File: config.mk
export PLATFORM = sky130hd
export DESIGN_NAME = shift_add_multiplier
export DESIGN_NICKNAME = d
export VERILOG_FILES = /design/src/rtl/shift_add_multiplier_pkg.sv /design/src/rtl/shift_add_multiplier_adder_n.sv /design/src/rtl/shift_add_multiplier.sv
export SDC_FILE = /design/constraint.sdc
export NUM_CORES = 1
export LEC_CHECK = 0
export ABC_AREA = 0
export BUFFER_PORTS_ARGS = -buffer_cell sky130_fd_sc_hd__buf_2
export CAP_MARGIN = 20
export CORE_AREA = 4 4 63 65
export DETAILED_ROUTE_END_ITERATION = 8
export DIE_AREA = 0 0 67 69
export SYNTH_ARGS = -nofsm -noshare
export SYNTH_HDL_FRONTEND = slang
export SYNTH_SLANG_ARGS = --single-unit
export TNS_END_PERCENT = 20
File: constraint.sdc
create_clock -name Clock -period 1.7 [get_ports Clock]
set_input_delay 0.17 -clock Clock [delete_from_list [all_inputs] [get_ports Clock]]
set_output_delay 0.17 -clock Clock [all_outputs]
set_load 0.02 [all_outputs]
File: src/rtl/shift_add_multiplier_pkg.sv
// shift_add_multiplier_pkg: FSM state encoding and counter sizing shared by the multiplier files
package shift_add_multiplier_pkg;

    typedef enum logic [1:0] {
        ST_IDLE = 2'd0,
        ST_CALC = 2'd1,
        ST_DONE = 2'd2
    } state_t;

    function automatic int cnt_w(input int w);
        return (w < 2) ? 1 : $clog2(w);
    endfunction

endpackage

File: src/rtl/shift_add_multiplier_adder_n.sv
// adder_n: WIDTH+WIDTH -> WIDTH+1 unsigned combinational adder with carry-out
module adder_n #(
    parameter int WIDTH = 4
) (
    input  logic [WIDTH-1:0] OperandoA,
    input  logic [WIDTH-1:0] OperandoB,
    output logic [WIDTH:0]   Soma
);

    assign Soma = {1'b0, OperandoA} + {1'b0, OperandoB};

endmodule

File: src/rtl/shift_add_multiplier.sv
// shift_add_multiplier: unsigned shift-and-add multiplier, one partial product per clock
module shift_add_multiplier
    import shift_add_multiplier_pkg::*;
#(
    parameter int WIDTH = 4
) (
    input  logic               Clock,
    input  logic               Reset,
    input  logic               Start,
    input  logic [WIDTH-1:0]   OperandoA,
    input  logic [WIDTH-1:0]   OperandoB,
    output logic               Busy,
    output logic               Done,
    output logic [2*WIDTH-1:0] Produto
);

    localparam int CW = cnt_w(WIDTH);

    state_t             state_q, state_d;
    logic [WIDTH-1:0]   m_q, m_d;
    logic [2*WIDTH-1:0] p_q, p_d;
    logic [CW-1:0]      cnt_q, cnt_d;
    logic [2*WIDTH-1:0] prod_q, prod_d;
    logic               busy_q, busy_d;
    logic               done_q, done_d;
    logic [WIDTH:0]     sum;

    // P holds {partial, multiplier}; the adder carry shifts straight into the partial MSB
    adder_n #(.WIDTH(WIDTH)) u_adder (
        .OperandoA(p_q[2*WIDTH-1:WIDTH]),
        .OperandoB(p_q[0] ? m_q : '0),
        .Soma     (sum)
    );

    // next-state, datapath and registered-output decode
    always_comb begin
        state_d = state_q;
        m_d     = m_q;
        p_d     = p_q;
        cnt_d   = cnt_q;
        prod_d  = prod_q;
        case (state_q)
            ST_IDLE: if (Start) begin
                m_d     = OperandoA;
                p_d     = {{WIDTH{1'b0}}, OperandoB};
                cnt_d   = '0;
                state_d = ST_CALC;
            end
            ST_CALC: begin
                p_d   = {sum, p_q[WIDTH-1:1]};
                cnt_d = cnt_q + CW'(1);
                if (cnt_q == CW'(WIDTH - 1)) begin
                    prod_d  = p_d;
                    state_d = ST_DONE;
                end
            end
            default: state_d = ST_IDLE;
        endcase
        busy_d = (state_d == ST_CALC);
        done_d = (state_d == ST_DONE);
    end

    // state and output registers; reset discards any operation in flight
    always_ff @(posedge Clock or posedge Reset) begin
        if (Reset) begin
            state_q <= ST_IDLE;
            m_q     <= '0;
            p_q     <= '0;
            cnt_q   <= '0;
            prod_q  <= '0;
            busy_q  <= 1'b0;
            done_q  <= 1'b0;
        end else begin
            state_q <= state_d;
            m_q     <= m_d;
            p_q     <= p_d;
            cnt_q   <= cnt_d;
            prod_q  <= prod_d;
            busy_q  <= busy_d;
            done_q  <= done_d;
        end
    end

    assign Busy    = busy_q;
    assign Done    = done_q;
    assign Produto = prod_q;

endmodule

**After elaboration in Yosys (flattened, before gate mapping)**

Cells that the tools add are included.
W data, S select, Z words.

- Flip-flop bits (word level): 26
- Bits of input ports: 11

- Muxes and demuxes: 8
- Equal/unequal tests: 5
- Add/sub/neg operators: 2
- Reduce and logical (&&, ||, !) cells: 5

Operator list:

| kind | number |
|---|---|
| $pmux W8 S2 | 1 |
| $mux W8 | 1 |
| $pmux W2 S2 | 2 |
| $mux W2 | 3 |
| $reduce_and A2 Y1 | 3 |
| $add A4 B4 Y5 | 1 |
| $eq A2 B1 Y1 const B | 2 |
| $eq A2 B2 Y1 const B | 2 |
| $mux W4 | 1 |
| $add A2 B1 Y2 const B | 1 |
| $logic_not A2 Y1 | 1 |
| $ne A2 B2 Y1 const B | 1 |
| $reduce_bool A2 Y1 | 1 |

**Depth between registers and ports, before layout**

Gate-level depths: netlist of the first run.

- Depth after elaboration: 4
- Mapped depth: 6

**Modules after synthesis**

From an unflattened synthesis of the first run, not the netlist that was laid out.

- Cell total of the unflattened synthesis: 96
- Area total of the unflattened synthesis: 1281.2 sq um

Modules (own cells, without submodules):

| module | sequential area each (sq um) | cells an instance | area each (sq um) | times used |
|---|---|---|---|---|
| shift_add_multiplier | 650.6 | 80 | 1144.8 | 1 |
| adder_n | 0.0 | 16 | 136.4 | 1 |

**Least setup slack after synthesis of the first run**

Ideal clock, no wire load.

- Path kind: reg2reg
- Start point: register p_q[0]
- End point: register prod_q[7] (netlist: Produto[7])
- Period minus slack after synthesis: 1.637 ns
- Path slack: 0.063 ns
- Required time: 1.573 ns
- Stages on the path, launching flop included: 7
- Path buffers: 0
- Arrival time: 1.510 ns
- Cell sequence: dfrtp_1 -> and2_1 -> ha_1 -> fa_1 -> a21o_1 -> a21oi_1 -> o21ai_0

- Word-level cells in the longest chain between the ends: 2

Ends and longest elaborated chain:

| element | line | text |
|---|---|---|
| start: declaration | shift_add_multiplier.sv:21 | `logic [2*WIDTH-1:0] p_q, p_d;` |
| start signal: assignment | shift_add_multiplier.sv:76 | `p_q <= p_d;` |
| $mux W4 | shift_add_multiplier.sv:31 | `.OperandoB(p_q[0] ? m_q : '0),` |
| $add A4 B4 Y5 | shift_add_multiplier_adder_n.sv:10 | `assign Soma = {1'b0, OperandoA} + {1'b0, OperandoB};` |
| end signal: assignment | shift_add_multiplier.sv:78 | `prod_q <= prod_d;` |
| end: declaration | shift_add_multiplier.sv:23 | `logic [2*WIDTH-1:0] prod_q, prod_d;` |

No other way between the ends.
A chain may end at the register's enable or synchronous reset.

**Worst setup path in the final report of the first run**

- Start point: register p_q[0]
- End point: register p_q[6]

- Word-level cells in the longest chain between the ends: 3

Ends and longest elaborated chain:

| element | line | text |
|---|---|---|
| $mux W4 | shift_add_multiplier.sv:31 |  |
| $add A4 B4 Y5 | shift_add_multiplier_adder_n.sv:10 |  |
| $pmux W8 S2 | shift_add_multiplier.sv:42 | `case (state_q)` |

No other way between the ends.

==> reports/qor.yml, run 1 <==
outcome: "completed"
slew_viol_final: 0
clk_pin_slew_ns: 0.14
ys_ff_latch: 26
synth_cells: 96
io_pins: 21
dr.first_iter.drc_count: 34
grt_pass1_wl_um: 3790
wirelength_um: 2270
grt_pass1_vias: 826
final_area_sq_mm: 0.00142
synth_edf_count: 0
coreArea_sq_mm: 0.00334
drc: 0
ys_top_cells_by_count: "dfrtp_1, nand2_1, mux2_2, o21ai_0"
num_rows: 21
cp.arrival_ns: 1.84
crit_fanout: 4
synth_top_cell_area_share: 0.554
synth_xor_area_frac: 0.00745
r2r_start: "p_q[0]$_DFFE_PP0P_"
place.gp.congestion: 0.739
yosys.area_share.simple: 0.133
num_vias: 822
yosysWarnings: 0
timing.final.crit_share: 0.950
synth_area_sq_mm: 0.00117
fillCellCount: 333
finalHoldViolations: 0
grt_max_degree: 27
slew_headroom: 0.729
antennaDiodeCount: 0
synth_compound_area_frac: 0.127
fin_tns_setup_ns: 0
portBuffers: 20
reg2reg_slack_ns: 0.09
critPathLaunchType: "register"
place_area_sq_mm: 0.00134
dr.pass1.iters: 4
grt_usage: 0.106
synth_top_family_by_area: "simple AND/OR/NAND/NOR gates"
die_w_um: 67
cap_violations: 0
antenna_found_initial: 0
ys_types: 26
synth_mux_area_frac: 0.0863
dieArea_sq_mm: 0.00462
fmax_ghz: 0.619
crit_type: "reg2reg"
htree_levels: 1
finalHoldWorstSlack_ns: 0.0682
synth_nets: 113
syn_area_per_cell_sq_um: 12.2
synthMostInstantiatedCell: "dfrtp_1"
dp_hpwl_um: 1660
cts_max_path_buffers: 2
yosysSeqAreaShare: 0.554
drive_gt1_frac: 0.395
hold_class: "in2reg"
finalNetCount: 142
rsz0062_at_grt: "yes"
ant_nets: 0
cellLeakagePower_nw: 0.698
vdd_drop_max_mv: 0.841
p_per_area_mw_per_mm2: 1670
clkSinkCount: 26
cts_made_buffers: 3
synth_fa_ha_area_frac: 0.0703
ys.flop_type: "dfrtp_1"
power_mw: 2.38
timing.final.crit_period_ns: 1.61
crit_required_ns: 1.92
fin_skew_ns: 0.00786
synth_area_leaders: "dfrtp_1, mux2_2, ha_1"
final_core_utilization: 0.426
crit_start: "p_q[0]$_DFFE_PP0P_"
cts_root_buf: "clkbuf_4"
clock_latency_ns: 0.32
async_flop_share: 1.00
setup_viol: 0
start_util: 0.352
area_growth_pct: 21.0
wire_per_inst_um: 13.3
min_from: "OperandoA[2]"
cts_tree: "built"
tightestPinTransition_ns: 0.406
yosysTopAreaCell: "dfrtp_1"
end_kind: "register"
die_y_um: 69
globalRouteOverflowTotal: 0
viasPerCell: 4.84
==> per-layer routing <==
layer	up-vias	GRT usage	wire, um
met3	2	0.0438	106
met4	0	0.0293	13
met5	-	0	0
li1	396	-	-
met2	18	0.165	1170
met1	406	0.134	976
==> logic make-up after synthesis <==
| family | Yosys count |
|---|---|
| and+or+nand+nor | 26 |
| adders and majority gates | 6 |
| muxes | 9 |
| AOI/OAI and AO/OA | 23 |
| DFF | 26 |
| xor gates and xnor gates | 1 |
| buffers and inverters | 5 |
==> worst paths after layout <==
kind	cells after the start	end
setup / recovery	6	p_q[6]$_DFFE_PP0P_
hold / removal	2	m_q[2]$_DFFE_PP0P_
setup reg to reg	6	p_q[6]$_DFFE_PP0P_
hold reg to reg	2	Produto[7]$_DFFE_PP0P_
max in group asynchronous	4	p_q[0]$_DFFE_PP0P_
min in group asynchronous	4	Done$_DFF_PP0_
==> critical path, cell delays in order (launching register included) <==
cell and delay, ns:
dfrtp_1 0.42, buf_4 0.14, and2_1 0.13, ha_1 0.36, a21oi_2 0.26, a211o_1 0.16, nand3_1 0.07
==> sequential cells by signal (all words and copies together), names as in the netlist <==
register and count:
Produto 8, p_q 8, m_q 4, cnt_q 2
state_q 2, Busy 1, Done 1
==> placed cells by master (no fill, tap or decap) <==
cell type	count
and2b_2	2
nand2_1	10
nand4_1	2
a21o_1	1
xnor2_1	1
and2_1	4
nand3_2	1
dlygate4sd3_1	1
nor2b_2	1
fa_2	1
o21ai_0	6
nand3b_4	1
a22o_1	2
a22oi_1	3
clkbuf_4	3
nand3b_1	1
ha_2	1
a21oi_2	2
inv_1	2
buf_2	20
a211o_1	2
a21oi_1	3
o21ai_1	2
nand3_1	2
a221o_2	1
ha_1	4
dfrtp_1	26
o21bai_1	1
clkbuf_8	1
inv_4	1
buf_4	5
mux2_2	9
nand2b_1	2
==> what timing repair did <==
item	CTS	global route
setup endpoints to repair	2	4
setup buffers	2	0
pin swaps	0	2
endpoints found under the hold margin	26	0
gates resized for setup	1	6
gates cloned	0	0
hold buffers	1	0
==> metrics by stage <==
stage,worst slack [ns],cells
after floorplan,0.0627,96
after global placement,0.0200,163
after detailed placement,-0.00712,163
after CTS,0.0454,170
after global routing,-0.00549,170
final,0.0853,170
==> power by group <==
group          switching, mW  internal, mW  leakage, nW
Combinational          0.534         0.492        0.348
Sequential             0.174         0.866        0.329
Clock                  0.181         0.131       0.0210
==> final cells by class <==
cell class              instances  area [sq um]  share of cell area
multi-input cells              65           515               0.363
inverters                       3          13.8             0.00968
well taps                      46          57.6              0.0405
flip-flops and latches         26           651               0.458
clock buffers                   4          36.3              0.0255
repair buffers                 26           148               0.104
(Power assumes the default switching activity.)
==> run 2: changes to the inputs <==
Settings changed: CORE_AREA 4 4 63 65 to 2 2 61 63, CTS_BUF_LIST set to sky130_fd_sc_hd__clkbuf_8 sky130_fd_sc_hd__clkbuf_16, DIE_AREA 0 0 67 69 to 0 0 63 65.
==> run 2 against run 1 <==
Compared with the run above:
- first-iteration DRC count down 68%
- worst hold slack better by 0.060 ns
- count of clock-buffer cells in the layout decreased by 1
- sequential power about the same
- sequential share of layout area decreased by 0.32 points
- sequential cell count unchanged
- critical path type unchanged
- critical endpoint is now p_q[7]$_DFFE_PP0P_
==> reports/qor.yml, run 2 (synthesis results as in run 1) <==
cts_made_buffers: 3  # unchanged
vdd_drop_max_mv: 0.528  # -37%
p_per_area_mw_per_mm2: 1680  # +0.62%
slowest_delay_ns: 0.39  # -0.03 ns
dr.first_iter.drc_count: 11  # -68%
finalHoldViolations: 0  # unchanged
cp.arrival_ns: 1.76  # -0.08 ns
maxUsedRoutingLayer: "met4"
clkSinkCount: 26  # unchanged
viasPerCell: 4.69  # -3.1%
tightestPinTransition_ns: 0.409  # +0.00279 ns
die_w_um: 63  # -6.0%
ant_nets: 0  # unchanged
crit_type: "reg2reg"
clk_pin_slew_ns: 0.08  # -0.06 ns
crit_required_ns: 1.85  # -0.07 ns
grt_usage: 0.116  # +0.00957
coreArea_sq_mm: 0.00350  # +4.8%
antenna_found_initial: 0  # unchanged
fillCellCount: 354  # +6.3%
stdcell_count: 172  # +1.2%
die_y_um: 65  # -5.8%
grt_pass1_wl_um: 3620  # -4.6%
start_util: 0.336  # -0.0160
dr.pass1.iters: 2  # -2
clock_latency_ns: 0.27  # -0.05 ns
layout_commonest_cell: "dfrtp_1"
slew_viol_final: 0  # unchanged
wire_per_inst_um: 12.3  # -7.9%
outcome: "completed"
hold_class: "in2reg"
cts_max_path_buffers: 2  # unchanged
final_cell_mix: "dfrtp_1, buf_2, nand2_1"
setup_viol: 0  # unchanged
io_pins: 21  # unchanged
place.gp.congestion: 0.722  # -2.3%
cap_violations: 0  # unchanged
crit_fanout: 4  # unchanged
htree_levels: 1  # unchanged
wl_met1_um: 980  # +0.41%
cellLeakagePower_nw: 0.705  # +0.91%
globalRouteOverflowTotal: 0  # unchanged
layout_setup_ws_ns: 0.0859  # +0.000663 ns
dieArea_sq_mm: 0.00410  # -11%
finalNetCount: 143  # +0.70%
portBuffers: 20  # unchanged
num_rows: 22  # +4.8%
timing.final.crit_share: 0.949  # about the same
grt_max_degree: 27  # unchanged
slowest_stage: "dfrtp_1"
critPathLaunchType: "register"
timing.final.crit_period_ns: 1.61  # -0.000663 ns
end_kind: "register"
dp_hpwl_um: 1590  # -4.2%
num_vias: 806  # -1.9%
grt_pass1_vias: 810  # -1.9%
final_core_utilization: 0.409  # -0.0165
wl_met2_um: 1020  # -13%
drive_gt1_frac: 0.387  # -0.00806
cts_root_buf: "clkbuf_8"
area_growth_pct: 21.8
dp_slack_ns: -0.0160  # -0.00885 ns
cts_tree: "built"
slew_headroom: 0.727  # -0.00186
dr_wl_met3_um: 45  # -58%
fin_skew_ns: 0.00275  # -0.00511 ns
wirelength_um: 2110  # -6.8%
worstPathCellList: "buf_4 -> and2_1 -> fa_2 -> a21o_1 -> a21oi_2 -> o21ai_0"
dp_cells: 167  # +2.5%
fmax_ghz: 0.620  # about the same
antennaDiodeCount: 0  # unchanged
power_mw: 2.41  # +1.3%
rsz0062_at_grt: "no"
drc: 0  # unchanged
[run 2: cell count changes in the layout (fill, tap and decap cells not counted), sizes merged]
| cell | before | now |
|---|---|---|
| buf | 25 | 26 |
| clkbuf | 4 | 3 |
[run 2: final timing paths]
| path | startpoint | to | slack (ns) | depth (start not counted) |
|---|---|---|---|---|
| max | p_q[0]$_DFFE_PP0P_ | p_q[7]$_DFFE_PP0P_ | 0.09 | 6 |
| min | OperandoA[1] | m_q[1]$_DFFE_PP0P_ | 0.13 | 2 |
| max reg2reg | p_q[0]$_DFFE_PP0P_ | p_q[7]$_DFFE_PP0P_ | 0.09 | 6 |
| min reg2reg | Produto[5]$_DFFE_PP0P_ | Produto[5]$_DFFE_PP0P_ | 0.48 | 2 |
| max in group asynchronous | Reset | Produto[3]$_DFFE_PP0P_ | 0.97 | 4 |
| min in group asynchronous | Reset | p_q[6]$_DFFE_PP0P_ | 0.48 | 4 |
[run 2: critical path, delay by kind of cell, from the launching register on]
family / cells / cell delay (ns)
AO/OA/AOI/OAI: 3 / 0.42
flip-flops: 1 / 0.39
adder cells (fa/ha/maj): 1 / 0.37
AND/OR/NAND/NOR: 1 / 0.16
buffers and inverters: 1 / 0.14
[run 2: through the flow]
stage | hold WS (ns) | instance area (sq um) | setup TNS (ns)
floorplan | 0.210 | 1170 | 0
global placement | 0.233 | 1360 | 0
detailed placement | 0.245 | 1360 | -0.0160
CTS | 0.121 | 1420 | 0
global route | 0.127 | 1430 | 0
finish | 0.128 | 1430 | 0
[run 2: cell type report]
class	count	area, sq um	area share
tap	48	60.1	0.0420
inverter	3	13.8	0.00962
clock buffer	3	41.3	0.0288
multi-input combinational	65	510	0.357
sequential	26	651	0.455
timing repair buffer	27	155	0.108
[run 2: power by group]
part	total (mW)	switching [mW]	internal, mW
Clock	0.341	0.182	0.159
Sequential	1.04	0.176	0.868
Combinational	1.02	0.525	0.499
Total	2.41	0.883	1.53
[run 2: per-layer routing]
layer,track usage,vias to the layer above
li1,-,398
met1,0.135,391
met2,0.195,12
met3,0.0156,5
met4,0.0833,0
met5,0,-
[run 2: repair_timing]
item	in CTS	in global routing
gates resized for setup	1	3
hold buffers	1	0
setup buffers	1	0
cloned	0	0
endpoints found under the setup margin	2	3
hold endpoints to repair	26	0
